**src/rtl/ppfifo_write_arbiter_pkg.sv**
```systemverilog
// rtl/ppfifo_write_arbiter_pkg.sv - shared types and constants for the ppfifo write arbiter
// Purpose: FSM state encoding, ppfifo count width and the buffer-choice helper.
// Ports: none (package).
package ppfifo_write_arbiter_pkg;

   localparam int PPFIFO_COUNT_WIDTH = 24;

   typedef enum logic [1:0] {
      IDLE    = 2'd0,
      ACQUIRE = 2'd1,
      WRITE   = 2'd2,
      RELEASE = 2'd3
   } arb_state_e;

   // Prefer the buffer not used last so packets land in alternating order;
   // fall back to the other one when only it is ready.
   function automatic logic pick_buffer(input logic [1:0] ready, input logic last_buf);
      return ready[!last_buf] ? !last_buf : last_buf;
   endfunction

endpackage

```
**src/rtl/ppfifo_write_arbiter_if.sv**
```systemverilog
// rtl/ppfifo_write_arbiter_if.sv - ppfifo write-port bundle
// Purpose: groups the ppfifo write-side signals.
// Ports (signals): write_ready[2], write_size[24] from the fifo;
//                  write_activate[2], write_strobe, write_data[DATA_WIDTH] to the fifo.
// Modports: master = arbiter side, slave = ppfifo side.
interface ppfifo_write_arbiter_if #(
   parameter int DATA_WIDTH = 8
);
   import ppfifo_write_arbiter_pkg::*;

   logic [1:0]                    write_ready;
   logic [PPFIFO_COUNT_WIDTH-1:0] write_size;
   logic [1:0]                    write_activate;
   logic                          write_strobe;
   logic [DATA_WIDTH-1:0]         write_data;

   modport master (
      input  write_ready, write_size,
      output write_activate, write_strobe, write_data
   );

   modport slave (
      output write_ready, write_size,
      input  write_activate, write_strobe, write_data
   );

endinterface

```
**src/rtl/ppfifo_write_arbiter_rr_select.sv**
```systemverilog
// rtl/ppfifo_write_arbiter_rr_select.sv - combinational round-robin picker
// Purpose: first set request at or after rr_ptr, wrapping modulo NUM_REQ.
// Ports: req[NUM_REQ] in, rr_ptr[IDX_W] in, winner[NUM_REQ] one-hot out, index[IDX_W] out.
module rr_select #(
   parameter int NUM_REQ = 4,
   parameter int IDX_W   = 2
) (
   input  logic [NUM_REQ-1:0] req,
   input  logic [IDX_W-1:0]   rr_ptr,
   output logic [NUM_REQ-1:0] winner,
   output logic [IDX_W-1:0]   index
);

   // Walk offsets from the far end back to zero so the closest set
   // request to rr_ptr is the last one written.
   always_comb begin
      winner = '0;
      index  = '0;
      for (int k = NUM_REQ - 1; k >= 0; k--) begin
         if (req[(int'(rr_ptr) + k) % NUM_REQ]) begin
            winner = NUM_REQ'(1) << ((int'(rr_ptr) + k) % NUM_REQ);
            index  = IDX_W'((int'(rr_ptr) + k) % NUM_REQ);
         end
      end
   end

endmodule

```
**src/rtl/ppfifo_write_arbiter.sv**
```systemverilog
// rtl/ppfifo_write_arbiter.sv - shares one ppfifo write port among NUM_REQ producers
// Purpose: acquire a free buffer, round-robin grant a requester, forward its
//          strobes/data, release on done, req drop, full buffer or (optional) timeout.
// Ports: clk, rst_n (async active-low); req/req_done/req_strobe[NUM_REQ], req_data[NUM_REQ*DW];
//        grant[NUM_REQ], grant_space[24], busy; ff = ppfifo write port (master).
// Build option: ARB_TIMEOUT_EN adds an idle-cycle counter that forces release after TIMEOUT.
module ppfifo_write_arbiter
   import ppfifo_write_arbiter_pkg::*;
#(
   parameter int NUM_REQ    = 4,
   parameter int DATA_WIDTH = 8
`ifdef ARB_TIMEOUT_EN
   ,
   parameter int TIMEOUT    = 255
`endif
) (
   input  logic                             clk,
   input  logic                             rst_n,
   input  logic [NUM_REQ-1:0]               req,
   input  logic [NUM_REQ-1:0]               req_done,
   input  logic [NUM_REQ-1:0]               req_strobe,
   input  logic [NUM_REQ*DATA_WIDTH-1:0]    req_data,
   output logic [NUM_REQ-1:0]               grant,
   output logic [PPFIFO_COUNT_WIDTH-1:0]    grant_space,
   output logic                             busy,
   ppfifo_write_arbiter_if.master           ff
);

   localparam int IDX_W = (NUM_REQ > 1) ? $clog2(NUM_REQ) : 1;

   arb_state_e                    state, state_nxt;
   logic [IDX_W-1:0]              rr_ptr, gidx, win_idx, rr_after;
   logic [NUM_REQ-1:0]            winner;
   logic                          buf_sel, last_buf;
   logic [PPFIFO_COUNT_WIDTH-1:0] word_cnt;
   logic                          accept, rel_now;
`ifdef ARB_TIMEOUT_EN
   logic [7:0]                    idle_cnt;
   logic                          timeout_hit;
`endif

   rr_select #(.NUM_REQ(NUM_REQ), .IDX_W(IDX_W)) u_rr (
      .req    (req),
      .rr_ptr (rr_ptr),
      .winner (winner),
      .index  (win_idx)
   );

   assign rr_after = (int'(gidx) == NUM_REQ - 1) ? '0 : gidx + 1'b1;
   assign busy     = (state != IDLE);

   always_comb begin
      state_nxt = state;
      accept    = 1'b0;
      rel_now   = 1'b0;
`ifdef ARB_TIMEOUT_EN
      timeout_hit = 1'b0;
`endif
      case (state)
         IDLE:    if (|req && |ff.write_ready) state_nxt = ACQUIRE;
         // Requests may vanish between IDLE and ACQUIRE; then nothing is activated.
         ACQUIRE: state_nxt = (|req) ? WRITE : IDLE;
         WRITE: begin
            accept  = req_strobe[gidx] && (word_cnt < ff.write_size);
            rel_now = req_done[gidx] || !req[gidx] ||
                      (accept && (word_cnt + 24'd1 == ff.write_size));
`ifdef ARB_TIMEOUT_EN
            timeout_hit = !accept && (idle_cnt == 8'(TIMEOUT - 1));
            rel_now     = rel_now || timeout_hit;
`endif
            if (rel_now) state_nxt = RELEASE;
         end
         // Activate stays low here so the ppfifo sees the buffer as finished.
         RELEASE: state_nxt = IDLE;
         default: state_nxt = IDLE;
      endcase
   end

   always_comb begin
      ff.write_strobe = accept;
      ff.write_data   = '0;
      if (state == WRITE) ff.write_data = req_data[int'(gidx)*DATA_WIDTH +: DATA_WIDTH];
   end

   always_ff @(posedge clk or negedge rst_n) begin
      if (!rst_n) state <= IDLE;
      else        state <= state_nxt;
   end

   always_ff @(posedge clk or negedge rst_n) begin
      if (!rst_n) begin
         grant             <= '0;
         grant_space       <= '0;
         ff.write_activate <= 2'b00;
         last_buf          <= 1'b1;
         rr_ptr            <= '0;
         gidx              <= '0;
         buf_sel           <= 1'b0;
         word_cnt          <= '0;
`ifdef ARB_TIMEOUT_EN
         idle_cnt          <= '0;
`endif
      end else begin
         case (state)
            IDLE: if (state_nxt == ACQUIRE) buf_sel <= pick_buffer(ff.write_ready, last_buf);
            ACQUIRE: begin
               if (|req) begin
                  ff.write_activate <= {buf_sel, !buf_sel};
                  grant             <= winner;
                  gidx              <= win_idx;
               end
               word_cnt    <= '0;
               grant_space <= ff.write_size;
`ifdef ARB_TIMEOUT_EN
               idle_cnt    <= '0;
`endif
            end
            WRITE: begin
               if (accept) begin
                  word_cnt    <= word_cnt + 24'd1;
                  grant_space <= grant_space - 24'd1;
               end
`ifdef ARB_TIMEOUT_EN
               idle_cnt <= accept ? 8'd0 : idle_cnt + 8'd1;
`endif
               if (rel_now) begin
                  ff.write_activate <= 2'b00;
                  grant             <= '0;
                  last_buf          <= buf_sel;
                  rr_ptr            <= rr_after;
               end
            end
            default: ;
         endcase
      end
   end

endmodule

```
**src/flat_wrapper.sv**
```systemverilog
// flat-port wrapper written by rule: the top's interface ports become plain ports
module ppfifo_write_arbiter_flat import ppfifo_write_arbiter_pkg::*;
#(
   parameter int NUM_REQ    = 4,
   parameter int DATA_WIDTH = 8

)
  (clk, rst_n, req, req_done, req_strobe, req_data, grant, grant_space, busy, ff_write_ready, ff_write_size, ff_write_activate, ff_write_strobe, ff_write_data);
  ppfifo_write_arbiter_if #(.DATA_WIDTH(DATA_WIDTH)) ff_i ();
  input  logic clk;
  input  logic rst_n;
  input  logic [NUM_REQ-1:0] req;
  input  logic [NUM_REQ-1:0] req_done;
  input  logic [NUM_REQ-1:0] req_strobe;
  input  logic [NUM_REQ*DATA_WIDTH-1:0] req_data;
  output logic [NUM_REQ-1:0] grant;
  output logic [PPFIFO_COUNT_WIDTH-1:0] grant_space;
  output logic busy;
  input wire logic [$bits(ff_i.write_ready)-1:0] ff_write_ready;
  input wire logic [$bits(ff_i.write_size)-1:0] ff_write_size;
  output wire logic [$bits(ff_i.write_activate)-1:0] ff_write_activate;
  output wire logic [$bits(ff_i.write_strobe)-1:0] ff_write_strobe;
  output wire logic [$bits(ff_i.write_data)-1:0] ff_write_data;
  assign ff_i.write_ready = ff_write_ready;
  assign ff_i.write_size = ff_write_size;
  assign ff_write_activate = ff_i.write_activate;
  assign ff_write_strobe = ff_i.write_strobe;
  assign ff_write_data = ff_i.write_data;
  ppfifo_write_arbiter #(.NUM_REQ(NUM_REQ), .DATA_WIDTH(DATA_WIDTH)) u_core (.clk(clk), .rst_n(rst_n), .req(req), .req_done(req_done), .req_strobe(req_strobe), .req_data(req_data), .grant(grant), .grant_space(grant_space), .busy(busy), .ff(ff_i));
endmodule
```
**config.mk**
```make
export PLATFORM = sky130hd
export DESIGN_NAME = ppfifo_write_arbiter_flat
export DESIGN_NICKNAME = d
export VERILOG_FILES = /design/src/rtl/ppfifo_write_arbiter_pkg.sv /design/src/rtl/ppfifo_write_arbiter_if.sv /design/src/rtl/ppfifo_write_arbiter_rr_select.sv /design/src/rtl/ppfifo_write_arbiter.sv /design/src/flat_wrapper.sv
export SDC_FILE = /design/constraint.sdc
export NUM_CORES = 1
export LEC_CHECK = 0
export CORE_ASPECT_RATIO = 0.9
export CORE_MARGIN = 1.5
export CORE_UTILIZATION = 48
export DETAILED_ROUTE_END_ITERATION = 8
export PLACE_DENSITY = 0.77
export SLEW_MARGIN = 15
export SYNTH_ARGS = -nofsm -noshare
export SYNTH_HDL_FRONTEND = slang
export SYNTH_SLANG_ARGS = --single-unit
```
**constraint.sdc**
```tcl
create_clock -name clk -period 2.8 [get_ports clk]
set_input_delay 0.56 -clock clk [delete_from_list [all_inputs] [get_ports clk]]
set_output_delay 0.56 -clock clk [all_outputs]
set_load 0.01 [all_outputs]
```
==> results.py <==
metrics = {
    "pwr": {
        "power.density_nw_per_um2": 794,
        "netSwitchingPower_mw": 2.76,
        "pwr-share-comb_pct": 59.3,
        "share_seq_of_total_power_pct": 23.3,
        "clock_power_share_pct": 17.4,
        "power.leakage_nw": 3.47,
        "cellInternalPower_mw": 3.71,
        "fin_total_pwr_mw": 6.47,
        "p_sw_share_pct": 42.7,
        "vdd_ir_drop_max_v": 0.000398,
    },
    "timing": {
        "final-setup-viol-count": 0,
        "layout_worst_path_cycle_share_pct": 98.1,
        "timing.final.crit_period_ps": 2750,
        "fmaxAchievable_ghz": 0.364,
        "timing.max_slew.rel_slack_pct": 54.3,
        "grt_setup_unrepaired": "yes",
        "skew_ps": 6.76,
        "report.final.hold_viol_count": 0,
        "final_max_slew_viol_count": 0,
        "worstMarginPinSlew_ps": 686,
    },
    "routing": {
        "antenna_left": 0,
        "drt_iter0_markers": 640,
        "drt-pass1-iter-count": 5,
        "routed_wire_length_per_instance_um": 19.1,
        "routed_via_density": 6.11,
        "drt_wl_total_mm": 19.7,
        "route.vias.total": 6308,
        "drc_errors": 0,
    },
    "global_route": {
        "grt_use_total_pct": 30.8,
        "global_route.usage.met2_pct": 49.2,
        "pin_count_of_the_biggest_net_entering_global_routing": 38,
        "grt_use_met1_pct": 40.8,
        "grt-busiest-layer": "met2",
        "grt_first_pass_wirelength_mm": 30.4,
        "grt_pass1_vias": 5858,
        "global_route.overflow_total": 0,
        "grtUsageMet3_pct": 9.04,
        "grt_antenna_before_repair": 0,
    },
    "clocking": {
        "clock_tree.root_cell": "sky130_fd_sc_hd__clkbuf_16",
        "cts_made_buffers": 9,
        "cts_max_path_buffers": 2,
        "clock_tree_from_tritoncts": "built",
        "clk_transition_reported_paths_ps": 50,
        "clk_latency_ps": 350,
        "clock_tree.htree_level_count": 3,
        "cts.sink_count": 62,
    },
    "floorplanning": {
        "die-height_um": 107,
        "floorplan.die.width_um": 118,
        "num_rows": 37,
        "initial_utilization_pct": 49.8,
        "fp.coreArea_um2": 11500,
        "ios": 112,
        "design.die.area_um2": 12600,
    },
    "synth": {
        "syn_area_per_cell_um2": 8.33,
        "synth_top_area_share_pct": 26.6,
        "biggest_area_contributors_in_the_synthesized_netlist": "sky130_fd_sc_hd__dfrtp_1 (27%), sky130_fd_sc_hd__ha_1 (8.3%), sky130_fd_sc_hd__mux4_2 (5.1%)",
        "synth.lib_cells_used.distinct": 75,
        "synth_edf_count": 0,
        "post_synth_instance_area_um2": 5740,
        "netlist_instances": 689,
        "synth-async-reset-ratio_pct": 100,
        "synth_nets": 799,
        "ys_seq_elements": 62,
        "ys_warn_count": 0,
        "synth_top_area_cell": "sky130_fd_sc_hd__dfrtp_1",
        "synth_seq_area_share_pct": 27.0,
        "synth_flop_cell": "sky130_fd_sc_hd__dfrtp_1",
    },
    "final_layout": {
        "post_layout_nets": 982,
        "mostFrequentLayoutCells": "sky130_fd_sc_hd__buf_4 (97), sky130_fd_sc_hd__clkdlybuf4s50_1 (87), sky130_fd_sc_hd__dfrtp_1 (58), sky130_fd_sc_hd__nand2_1 (54), sky130_fd_sc_hd__o21ai_0 (52)",
        "final_cells": 1032,
        "mostFrequentLayoutCell": "sky130_fd_sc_hd__buf_4",
        "drive_gt1_share_pct": 22.5,
        "syn_to_final_growth_pct": 42.0,
        "area_of_combinational_cells_with_multiple_inputs_um2": 4040,
        "final.fill_count": 868,
        "antenna_cells": 0,
        "register_area_um2": 1560,
    },
    "place": {
        "placed_cells_incl_taps": 1013,
        "count_of_input_and_output_buffers": 111,
        "gpl.final_weighted_congestion": 0.930,
        "hpwl_mm": 14.6,
    },
    "critical_path": {
        "critical_path.startpoint_type": "register",
        "timing.critical_path.from": "u_core.word_cnt[2]",
        "criticalPathCategory": "register to register",
        "worstSetupEndpointType": "register",
        "r2r_start": "u_core.word_cnt[2]",
        "worst_ep_arrival_time_ps": 2980,
        "worst_ep_required_time_ps": 3030,
        "worst_r2r_endpoint": "u_core.rr_ptr[1]",
        "reg2reg_slack_ps": 50,
        "rr_worst_depth": 9,
        "critical_path_peak_fanout": 10,
    },
    "run": {
        "max_cap_viol_count": 0,
    },
    "run_status": {
        "status": "completed",
    },
    "hold_path": {
        "timing.hold.worst.class": "input pin to asynchronous set/reset pin",
    },
}
-- critical path: stages (launching register included) --
cell and delay [ps]:
sky130_fd_sc_hd__dfrtp_1 370, sky130_fd_sc_hd__buf_6 160, sky130_fd_sc_hd__and4_4 260, sky130_fd_sc_hd__nand3_2 110, sky130_fd_sc_hd__or4_4 550, sky130_fd_sc_hd__o22ai_1 180
sky130_fd_sc_hd__o211a_1 200, sky130_fd_sc_hd__nand4_2 160, sky130_fd_sc_hd__or3_4 420, sky130_fd_sc_hd__a31o_1 220
-- kinds of logic after synthesis --
group | synth area share (%)
simple gates | 23.7
compound gates | 22.1
buf+inv | 6.43
flops | 27.0
xor+xnor | 7.02
fa+ha+maj | 8.28
mux | 5.47
-- worst max-delay path by stage --
| stage | endpoint | slack [ps] | cells after the start |
|---|---|---|---|
| finish | u_core.rr_ptr[1] | 50 | 9 |
| global route | ff_write_strobe | -6 | 8 |
| CTS | ff_write_strobe | 4 | 10 |
| detailed placement | ff_write_strobe | -690 | 10 |
| global placement | ff_write_strobe | -690 | 9 |
| floorplan | u_core.rr_ptr[0] | 70 | 11 |
-- registers in the layout (all words and copies together), names as in the netlist --
signal                    flops
u_core.state                  2
u_core.last_buf               1
u_core.buf_sel                1
u_core.rr_ptr                 2
u_core.grant                  4
u_core.gidx                   2
u_core.grant_space           24
u_core.ff.write_activate      2
u_core.word_cnt              24
-- synth_stat cells, drive strengths merged (11+ instances only) --
master	number
ha	38
nand3	33
clkbuf	28
a21oi	47
inv	48
dfrtp	61
and2	14
mux4	13
o31ai	15
xnor2	21
nor3	15
nand4	11
xor2	25
nand2	54
nor2	43
a211oi	17
nor4	13
o21ai	56
nor2b	20
buf	14
-- cell type report --
| cell class | count | share of cell area, % |
|---|---|---|
| Clock buffer | 11 | 2.98 |
| Timing Repair Buffer | 214 | 23.2 |
| Multi-Input combinational cell | 537 | 49.5 |
| Sequential cell | 62 | 19.1 |
| Tap cell | 156 | 2.39 |
| Inverter | 48 | 2.21 |
| Clock inverter | 4 | 0.583 |
-- power by group through the flow --
stage	registers (mW)	clock network, mW	logic [mW]
floorplan	1.60	0	2.02
global placement	1.49	0	3.58
detailed placement	1.50	0	3.71
CTS	1.50	1.13	3.74
global route	1.55	1.17	4.16
finish	1.51	1.12	3.84
-- routing by layer --
metal  part of all wire, %  up-vias
li1                      -     2905
met1                    41     2993
met2                    46      363
met3                    11       47
met4                   1.8        0
met5                     0        -
-- metrics by stage --
stage               util, %  hold WS [ps]  cell area (um2)  worst slack (ps)  TNS [ps]
finish                 70.7           247             8160              53.5         0
global route           70.7           303             8160             -6.22     -6.22
CTS                    69.5           264             8010              4.32         0
detailed placement     66.3           524             7640              -693    -25950
global placement       66.3           510             7640              -692    -23150
floorplan                 -           264             5760              70.0         0
-- repair_timing --
item,in CTS,in global routing
hold buffers,0,0
setup buffers,1,3
resized for setup,47,37
endpoints found under the setup margin,41,43
pin swaps,11,11
Note: power is estimated with default switching activity, not from simulation.
